==> src/rtl/mfp_button_event_controller.sv <==
// rtl/mfp_button_event_controller.sv - button press/release/long-press detector with round-robin event FIFO
module mfp_button_event_controller #(
  parameter int WIDTH       = 5,
  parameter int LONG_CYCLES = 50000000,
  parameter int FIFO_AW     = 3
) (
  input  logic               clk,
  input  logic               resetn,
  input  logic [WIDTH-1:0]   btn_in,
  input  logic               enable,
  input  logic               ev_pop,
  output logic               ev_valid,
  output logic [7:0]         ev_data,
  output logic [FIFO_AW:0]   ev_count,
  output logic               irq,
  output logic               overflow,
  input  logic               clr_overflow
);

  localparam int CW    = $clog2(LONG_CYCLES + 1);
  localparam int PW    = (WIDTH > 1) ? $clog2(WIDTH) : 1;
  localparam int DEPTH = 1 << FIFO_AW;
  localparam logic [CW-1:0] LONG_MAX = CW'(LONG_CYCLES);

  typedef enum logic {IDLE, GRANT} arb_state_t;

  arb_state_t         state;
  logic               primed;
  logic [WIDTH-1:0]   prev;
  logic [WIDTH-1:0]   press_pend, long_pend, rel_pend, any_pend;
  logic [WIDTH-1:0]   press_set, long_set, rel_set;
  logic [WIDTH-1:0]   press_clr, long_clr, rel_clr, gnt_mask;
  logic [WIDTH-1:0]   press_nxt, long_nxt, rel_nxt;
  logic [CW-1:0]      hold_cnt [WIDTH];
  logic [PW-1:0]      rr_ptr, gnt_idx;
  logic               gnt_found;
  logic [1:0]         gnt_type;
  logic               lost, full, do_push, do_pop;
  logic [7:0]         mem [DEPTH];
  logic [FIFO_AW-1:0] wr_ptr, rd_ptr;
  logic [FIFO_AW:0]   count;

  always_comb begin
    press_set = (primed && enable) ? (~prev & btn_in) : '0;
    rel_set   = (primed && enable) ? (prev & ~btn_in) : '0;
    for (int i = 0; i < WIDTH; i++)
      long_set[i] = btn_in[i] && enable && (hold_cnt[i] == LONG_MAX - 1'b1);
    any_pend = press_pend | long_pend | rel_pend;
    lost = |((press_set & press_pend) | (long_set & long_pend) | (rel_set & rel_pend));
  end

  // Round-robin search starting at rr_ptr, wrapping modulo WIDTH.
  always_comb begin
    int k;
    k         = 0;
    gnt_found = 1'b0;
    gnt_idx   = '0;
    for (int j = 0; j < WIDTH; j++) begin
      k = int'(rr_ptr) + j;
      if (k >= WIDTH) k = k - WIDTH;
      if (!gnt_found && any_pend[k]) begin
        gnt_found = 1'b1;
        gnt_idx   = PW'(k);
      end
    end
    gnt_mask          = '0;
    gnt_mask[gnt_idx] = gnt_found;
    gnt_type = press_pend[gnt_idx] ? 2'b01 : (long_pend[gnt_idx] ? 2'b11 : 2'b10);
    full     = (count == (FIFO_AW+1)'(DEPTH));
    do_push  = (state == GRANT) && gnt_found && (!full || ev_pop);
    do_pop   = ev_pop && (count != '0);
    press_clr = (do_push && gnt_type == 2'b01) ? gnt_mask : '0;
    long_clr  = (do_push && gnt_type == 2'b11) ? gnt_mask : '0;
    rel_clr   = (do_push && gnt_type == 2'b10) ? gnt_mask : '0;
    // Set wins over a same-cycle clear from the push.
    press_nxt = (press_pend & ~press_clr) | press_set;
    long_nxt  = (long_pend & ~long_clr) | long_set;
    rel_nxt   = (rel_pend & ~rel_clr) | rel_set;
  end

  always_ff @(posedge clk or negedge resetn) begin
    if (!resetn) begin
      prev       <= '0;
      primed     <= 1'b0;
      press_pend <= '0;
      long_pend  <= '0;
      rel_pend   <= '0;
      overflow   <= 1'b0;
      for (int i = 0; i < WIDTH; i++) hold_cnt[i] <= '0;
    end else begin
      prev       <= btn_in;
      primed     <= 1'b1;
      press_pend <= press_nxt;
      long_pend  <= long_nxt;
      rel_pend   <= rel_nxt;
      if (lost)              overflow <= 1'b1;
      else if (clr_overflow) overflow <= 1'b0;
      for (int i = 0; i < WIDTH; i++) begin
        if (btn_in[i] && enable) begin
          if (hold_cnt[i] != LONG_MAX) hold_cnt[i] <= hold_cnt[i] + 1'b1;
        end else begin
          hold_cnt[i] <= '0;
        end
      end
    end
  end

  always_ff @(posedge clk or negedge resetn) begin
    if (!resetn) begin
      state  <= IDLE;
      rr_ptr <= '0;
    end else begin
      state <= (|(press_nxt | long_nxt | rel_nxt)) ? GRANT : IDLE;
      if (do_push)
        rr_ptr <= (gnt_idx == PW'(WIDTH - 1)) ? '0 : gnt_idx + 1'b1;
    end
  end

  always_ff @(posedge clk or negedge resetn) begin
    if (!resetn) begin
      wr_ptr <= '0;
      rd_ptr <= '0;
      count  <= '0;
      irq    <= 1'b0;
    end else begin
      irq <= ev_valid;
      if (do_push) wr_ptr <= wr_ptr + 1'b1;
      if (do_pop)  rd_ptr <= rd_ptr + 1'b1;
      if (do_push && !do_pop)      count <= count + 1'b1;
      else if (!do_push && do_pop) count <= count - 1'b1;
    end
  end

  always_ff @(posedge clk) begin
    if (do_push) mem[wr_ptr] <= {gnt_type, 6'(gnt_idx)};
  end

  assign ev_valid = (count != '0);
  assign ev_data  = ev_valid ? mem[rd_ptr] : 8'h00;
  assign ev_count = count;

endmodule

==> config.mk <==
export PLATFORM = sky130hd
export DESIGN_NAME = mfp_button_event_controller
export DESIGN_NICKNAME = d
export VERILOG_FILES = /design/src/rtl/mfp_button_event_controller.sv
export SDC_FILE = /design/constraint.sdc
export NUM_CORES = 1
export LEC_CHECK = 0
export CAP_MARGIN = 10
export CORE_MARGIN = 4
export CORE_UTILIZATION = 35
export DETAILED_ROUTE_END_ITERATION = 6
export DONT_BUFFER_PORTS = 1
export PLACE_DENSITY_LB_ADDON = 0.25
export SYNTH_ARGS = -nofsm -noshare
export SYNTH_HDL_FRONTEND = slang
export SYNTH_SLANG_ARGS = --single-unit
==> constraint.sdc <==
create_clock -name clk -period 10.2 [get_ports clk]
set_input_delay 0 -clock clk [delete_from_list [all_inputs] [get_ports clk]]
set_output_delay 0 -clock clk [all_outputs]
set_load 0.01 [all_outputs]
==> run_results.csv, run 1 <==
group,metric,value,unit
die,rows,65,
synthesis,synthArstFlopShare,0.807,
die,initial_utilization,0.355,
synthesis,synth_common_cells,"nor2_1 (182), dfrtp_1 (167), nand2_1 (86)",
timing,min_period,6000,ps
final_layout,diodes,0,
clocking,tritoncts,"done",
grt,grtUsageTotal,0.138,
final_layout,nFillCells,3042,
clocking,numCtsBuffers,25,
synthesis,ys_types,88,
synthesis,ys.flop_type,"dfrtp_1",
setup_path,rr_startpoint,"rr_ptr[0]$_DFFE_PN0P_",
synthesis,netlist_area,11200,um2
route,vias,8106,
setup_path,crit_arrival,6390,ps
clocking,cts.htree.levels,1,
timing,worst_pin_slew,1030,ps
timing,hold_viol,0,
pwr,power.density,352,nW/um2
clocking,clk_latency,530,ps
final_layout,nets,1175,
synthesis,yosysMostFrequentCell,"nor2_1",
route,drc_errors,0,
setup_path,path_class,"reg2reg",
synthesis,ys_top_cells_by_area,"dfrtp_1 (37%), edfxtp_1 (11%), nor2_1 (6.1%)",
setup_path,r2r_end,"state$_DFF_PN0_",
timing,tns,0,ps
setup_path,start_kind,"register",
final_layout,finalCoreUtilization,0.400,
grt,grt.overflow.total,0,
die,die_h,187,um
run,max_cap_violations,0,
clocking,root_buffer,"clkbuf_16",
setup_path,cp.required,10590,ps
final_layout,areaGrowthSynthToFinish,12.6,%
die,core-area,31600,um2
route,drt_iter0_markers,583,
worst_hold_path,worstHoldPathCells,6,
timing,fin_skew,21.5,ps
synthesis,ys_warn_count,0,
final_layout,finalNonFillerCells,1555,
die,die_w,187,um
outcome,status,"finished clean",
timing,fmax,167,MHz
timing,slew_violations,0,
worst_hold_path,hold_path.class,"in2reg",
final_layout,drive_above_1_share,0.0737,
final_layout,seq_area,5380,um2
setup_path,r2r_cells,17,
grt,antenna_found_initial,0,
timing,rsz0062_at_grt,"no",
place,io_buffers,0,
pwr,leakage,0.00502,uW
place,place.gp.congestion,0.866,
route,detail_route.wl_per_cell,15.6,um
grt,grt_start_max_net_pins,168,
clocking,clk_pin_slew,60,ps
setup_path,critPathCaptureType,"register",
grt,grt_pass1_wl,41.4,mm
timing,whs,27.8,ps
synthesis,synth-edff-count,40,
place,dp_hpwl,16.2,mm
synthesis,synthCells,1125,
worst_hold_path,hold_path_end,"overflow$_DFFE_PN0P_",
route,drtPass1Iterations,5,
timing,max_slew_margin,0.310,
route,drt_wl_total,24.2,mm
timing,setup_violations,0,
synthesis,post-synth-top-area-cell,"dfrtp_1",
pwr,p_total,4450,uW
grt,grt_pass1_vias,8038,
clocking,post-cts-setup-buffers,0,
clocking,clock_sinks,207,
route,viasPerCell,5.21,
synthesis,synth_seq_area_share,0.479,
die,ioPinCount,25,
timing,period_share,0.588,
setup_path,r2r_setup_slack,4200,ps
synthesis,synth_top_area_share,0.372,
die,die-area,35000,um2
setup_path,crit_fanout,29,
final_layout,multi_input_area,5580,um2
synthesis,ys_seq_elements,207,
worst_hold_path,min_from,"btn_in[2]",
route,antenna_left,0,
clocking,clockBufferDepth,3,
place,dp_cells,1500,
pwr,vdd_drop_max,0.000320,V
synthesis,syn_area_per_cell,9.98,um2
==> sequential cells by signal, summed over array words and instances, names as in the netlist <==
name / flops
press_pend: 5
long_pend: 5
prev: 5
hold_cnt: 130
mem: 40
ev_count: 4
rr_ptr: 3
rd_ptr: 3
wr_ptr: 3
overflow: 1
state: 1
primed: 1
rel_pend: 5
irq: 1
==> worst max-delay path: stages (launching register included) <==
cell	delay (ps)
dfrtp_1	1000
inv_2	280
ha_1	280
inv_1	50
ha_1	310
o31a_1	310
o22ai_1	300
mux2i_1	220
or3b_1	180
a31oi_1	90
o311ai_0	340
o311a_1	640
inv_2	150
or4_4	560
a21o_1	200
or4_1	520
nor4_1	290
nand4_1	130
==> through the flow <==
step / area [um2] / setup slack (ps)
after floorplan: 11200 / 5180
after global placement: 11600 / 4380
after detailed placement: 11600 / 4240
after CTS: 12600 / 4200
after global routing: 12600 / 3790
final: 12600 / 4200
==> area by class of cell <==
cell class,count,share of cell area
tap,402,0.0398
timing repair buffer,12,0.0103
sequential,207,0.426
clock buffer,28,0.0512
clock inverter,18,0.0220
inverter,34,0.0103
multi-input combinational,854,0.441
==> logic make-up after synthesis <==
family                   count (synthesis)  synth area share
AO/OA/AOI/OAI                          118            0.0749
XOR/XNOR                               125            0.0982
adder cells (fa/ha/maj)                 31            0.0352
buffers and inverters                   66            0.0254
flip-flops                             207             0.479
multiplexers                            34            0.0430
other                                    2          0.000669
AND/OR/NAND/NOR                        542             0.243
==> worst max-delay path by stage <==
stage,from,to,slack [ps],cells after the start
CTS,rr_ptr[0]$_DFFE_PN0P_,state$_DFF_PN0_,4200,17
detailed placement,rr_ptr[0]$_DFFE_PN0P_,state$_DFF_PN0_,4240,17
finish,rr_ptr[0]$_DFFE_PN0P_,state$_DFF_PN0_,4200,17
global route,rr_ptr[0]$_DFFE_PN0P_,state$_DFF_PN0_,3790,17
global placement,rr_ptr[0]$_DFFE_PN0P_,state$_DFF_PN0_,4380,17
floorplan,rr_ptr[1]$_DFFE_PN0P_,mem[0][3]$_DFFE_PP_,5180,19
==> where the power goes <==
group | total, uW | switching, uW | leakage, uW | internal (uW)
registers | 1370 | 158 | 0.00263 | 1210
clock network | 991 | 357 | 0.000444 | 634
logic | 2080 | 1290 | 0.00194 | 789
==> cell usage in the layout, fill, tap and decap left out, types with 17 or more instances in the layout <==
cell type  Yosys  routed
nand4_1       22      22
and3_1        25      25
nand2_1       86      86
xnor2_1       47      47
inv_1         30      30
nor2_1       182     182
a21oi_1       28      28
clkbuf_16      0      25
nand3_1       74      74
mux2i_1       19      19
ha_1          30      30
dfrtp_1      167     167
nor3_1        32      32
xor2_1        77      77
edfxtp_1      40      40
nor4_1        17      17
o21ai_0       20      20
==> layer usage <==
metal  share of wire  track usage  vias up
met2            0.46        0.226      103
met3           0.033       0.0213       28
met5               0            0        -
met4           0.016       0.0321        0
li1                -            -     4011
met1            0.49        0.195     3964
==> timing repair <==
action	CTS	global route
endpoints found under the hold margin	211	0
hold buffers	9	0
gates resized for setup	0	0
Power figures use the tool's default switching activity.
==> run 2: changes to the inputs <==
==> constraint.sdc (replaced) <==
create_clock -name clk -period 6 [get_ports clk]
set_input_delay 0 -clock clk [delete_from_list [all_inputs] [get_ports clk]]
set_output_delay 0 -clock clk [all_outputs]
set_load 0.01 [all_outputs]
==> run_results.csv, run 2 (synthesized netlist as in run 1, its figures left out) <==
group,metric,value,unit
outcome,status,"finished clean",
final_layout,finalNonFillerCells,1558,
grt,antenna_found_initial,0,
clocking,tritoncts,"done",
route,vias,8122,
final_layout,top_register,"hold_cnt",
setup_path,r2r_cells,17,
die,die_w,187,um
clocking,clk_latency,510,ps
final_layout,multi_input_area,5580,um2
die,die-area,35000,um2
clocking,clk_pin_slew,60,ps
final_layout,areaGrowthSynthToFinish,12.9,%
die,ioPinCount,25,
die,core-area,31600,um2
timing,hold_viol,0,
route,antenna_left,0,
pwr,vdd_drop_max,0.000359,V
timing,worst_pin_slew,1040,ps
setup_path,start_kind,"register",
timing,rsz0062_at_grt,"no",
timing,fin_skew,9.78,ps
setup_path,critPathCaptureType,"register",
route,drt_iter0_markers,541,
timing,setup_violations,0,
final_layout,diodes,0,
route,viasPerCell,5.21,
die,die_h,187,um
final_layout,seq_area,5380,um2
timing,max_slew_margin,0.301,
final_layout,layout_commonest_cell,"nor2_1",
final_layout,layout_common_cells,"nor2_1 (182), dfrtp_1 (167), nand2_1 (86)",
timing,slew_violations,0,
timing,min_period,5490,ps
clocking,numCtsBuffers,25,
clocking,clock_sinks,207,
final_layout,drive_above_1_share,0.0770,
setup_path,crit_fanout,22,
final_layout,reg_top3,"hold_cnt: 130 flops, mem: 40 flops",
worst_hold_path,hold_path.class,"in2reg",
place,dp_hpwl,16.2,mm
run,max_cap_violations,0,
route,drtPass1Iterations,4,
place,dp_cells,1504,
die,initial_utilization,0.355,
grt,grt_start_max_net_pins,168,
route,detail_route.wl_per_cell,15.6,um
setup_path,path_class,"reg2reg",
grt,grt.overflow.total,0,
final_layout,nets,1179,
grt,grt_pass1_wl,41.9,mm
route,drc_errors,0,
route,drt_wl_total,24.3,mm
place,place.gp.congestion,0.847,
final_layout,largest_reg_flops,130,
pwr,power.density,604,nW/um2
timing,tns,0,ps
timing,fmax,182,MHz
clocking,post-cts-setup-buffers,0,
clocking,root_buffer,"clkbuf_16",
timing,period_share,0.915,
grt,grtUsageTotal,0.140,
grt,grt_pass1_vias,8128,
die,rows,65,
worst_hold_path,worstHoldPathCells,6,
setup_path,cp.required,6370,ps
final_layout,nFillCells,3086,
clocking,cts.htree.levels,1,
setup_path,crit_arrival,5860,ps
place,io_buffers,0,
pwr,leakage,0.00504,uW
clocking,clockBufferDepth,3,
==> run 2: power by group <==
part	internal (uW)	switching [uW]	total, uW
clock network	1090	597	1680
logic	1390	2270	3660
registers	2070	240	2310
==> run 2: final timing paths <==
path,from,to,slack (ps)
min in group asynchronous,resetn,hold_cnt[92]$_DFFE_PN0P_,100
max reg2reg,rr_ptr[1]$_DFFE_PN0P_,state$_DFF_PN0_,510
min,btn_in[2],overflow$_DFFE_PN0P_,20
max,rr_ptr[1]$_DFFE_PN0P_,state$_DFF_PN0_,510
min reg2reg,wr_ptr[0]$_DFFE_PN0P_,wr_ptr[0]$_DFFE_PN0P_,520
max in group asynchronous,resetn,ev_count[1]$_DFFE_PN0P_,5180
==> run 2: what timing repair did <==
action | in CTS | in global routing
hold endpoints to repair | 211 | 0
hold buffers | 9 | 0
resized for setup | 0 | 0
==> run 2: worst max-delay path, cell delays in order (launching register included) <==
cell and delay (ps):
dfrtp_1 600, inv_1 260, ha_1 240, inv_1 50, ha_1 300, o31a_1 310
o22ai_1 280, mux2i_1 220, or3_1 200, nand3_1 130, or4_4 580, mux2i_4 360
inv_4 180, or4_4 520, a21o_1 200, or4_1 520, nor4_1 280, nand4_1 110
==> run 2: layer usage <==
metal	routed length, um	up-vias	track usage
li1	-	4014	-
met1	11600	3969	0.195
met2	11400	106	0.230
met3	876	33	0.0209
met4	420	0	0.0333
met5	0	-	0
==> run 2: area by class of cell <==
cell class,instances,share of cell area
Tap cell,402,0.0397
Timing Repair Buffer,16,0.0126
Clock inverter,16,0.0207
Clock buffer,29,0.0521
Sequential cell,207,0.425
Multi-Input combinational cell,854,0.440
Inverter,34,0.0103
==> run 2: per-stage QoR <==
step | cell area [um2] | hold slack [ps] | util | worst slack, ps | power (uW)
5_1_grt | 12700 | 75.3 | 0.401 | 129 | 8240
6_report | 12700 | 21.9 | 0.401 | 510 | 7650
3_3_place_gp | 11600 | -283 | 0.368 | 684 | 5890
2_1_floorplan | 11200 | -296 | - | 975 | 4990
4_1_cts | 12700 | 0.312 | 0.401 | 544 | 7720
3_5_place_dp | 11600 | -284 | 0.368 | 545 | 5960
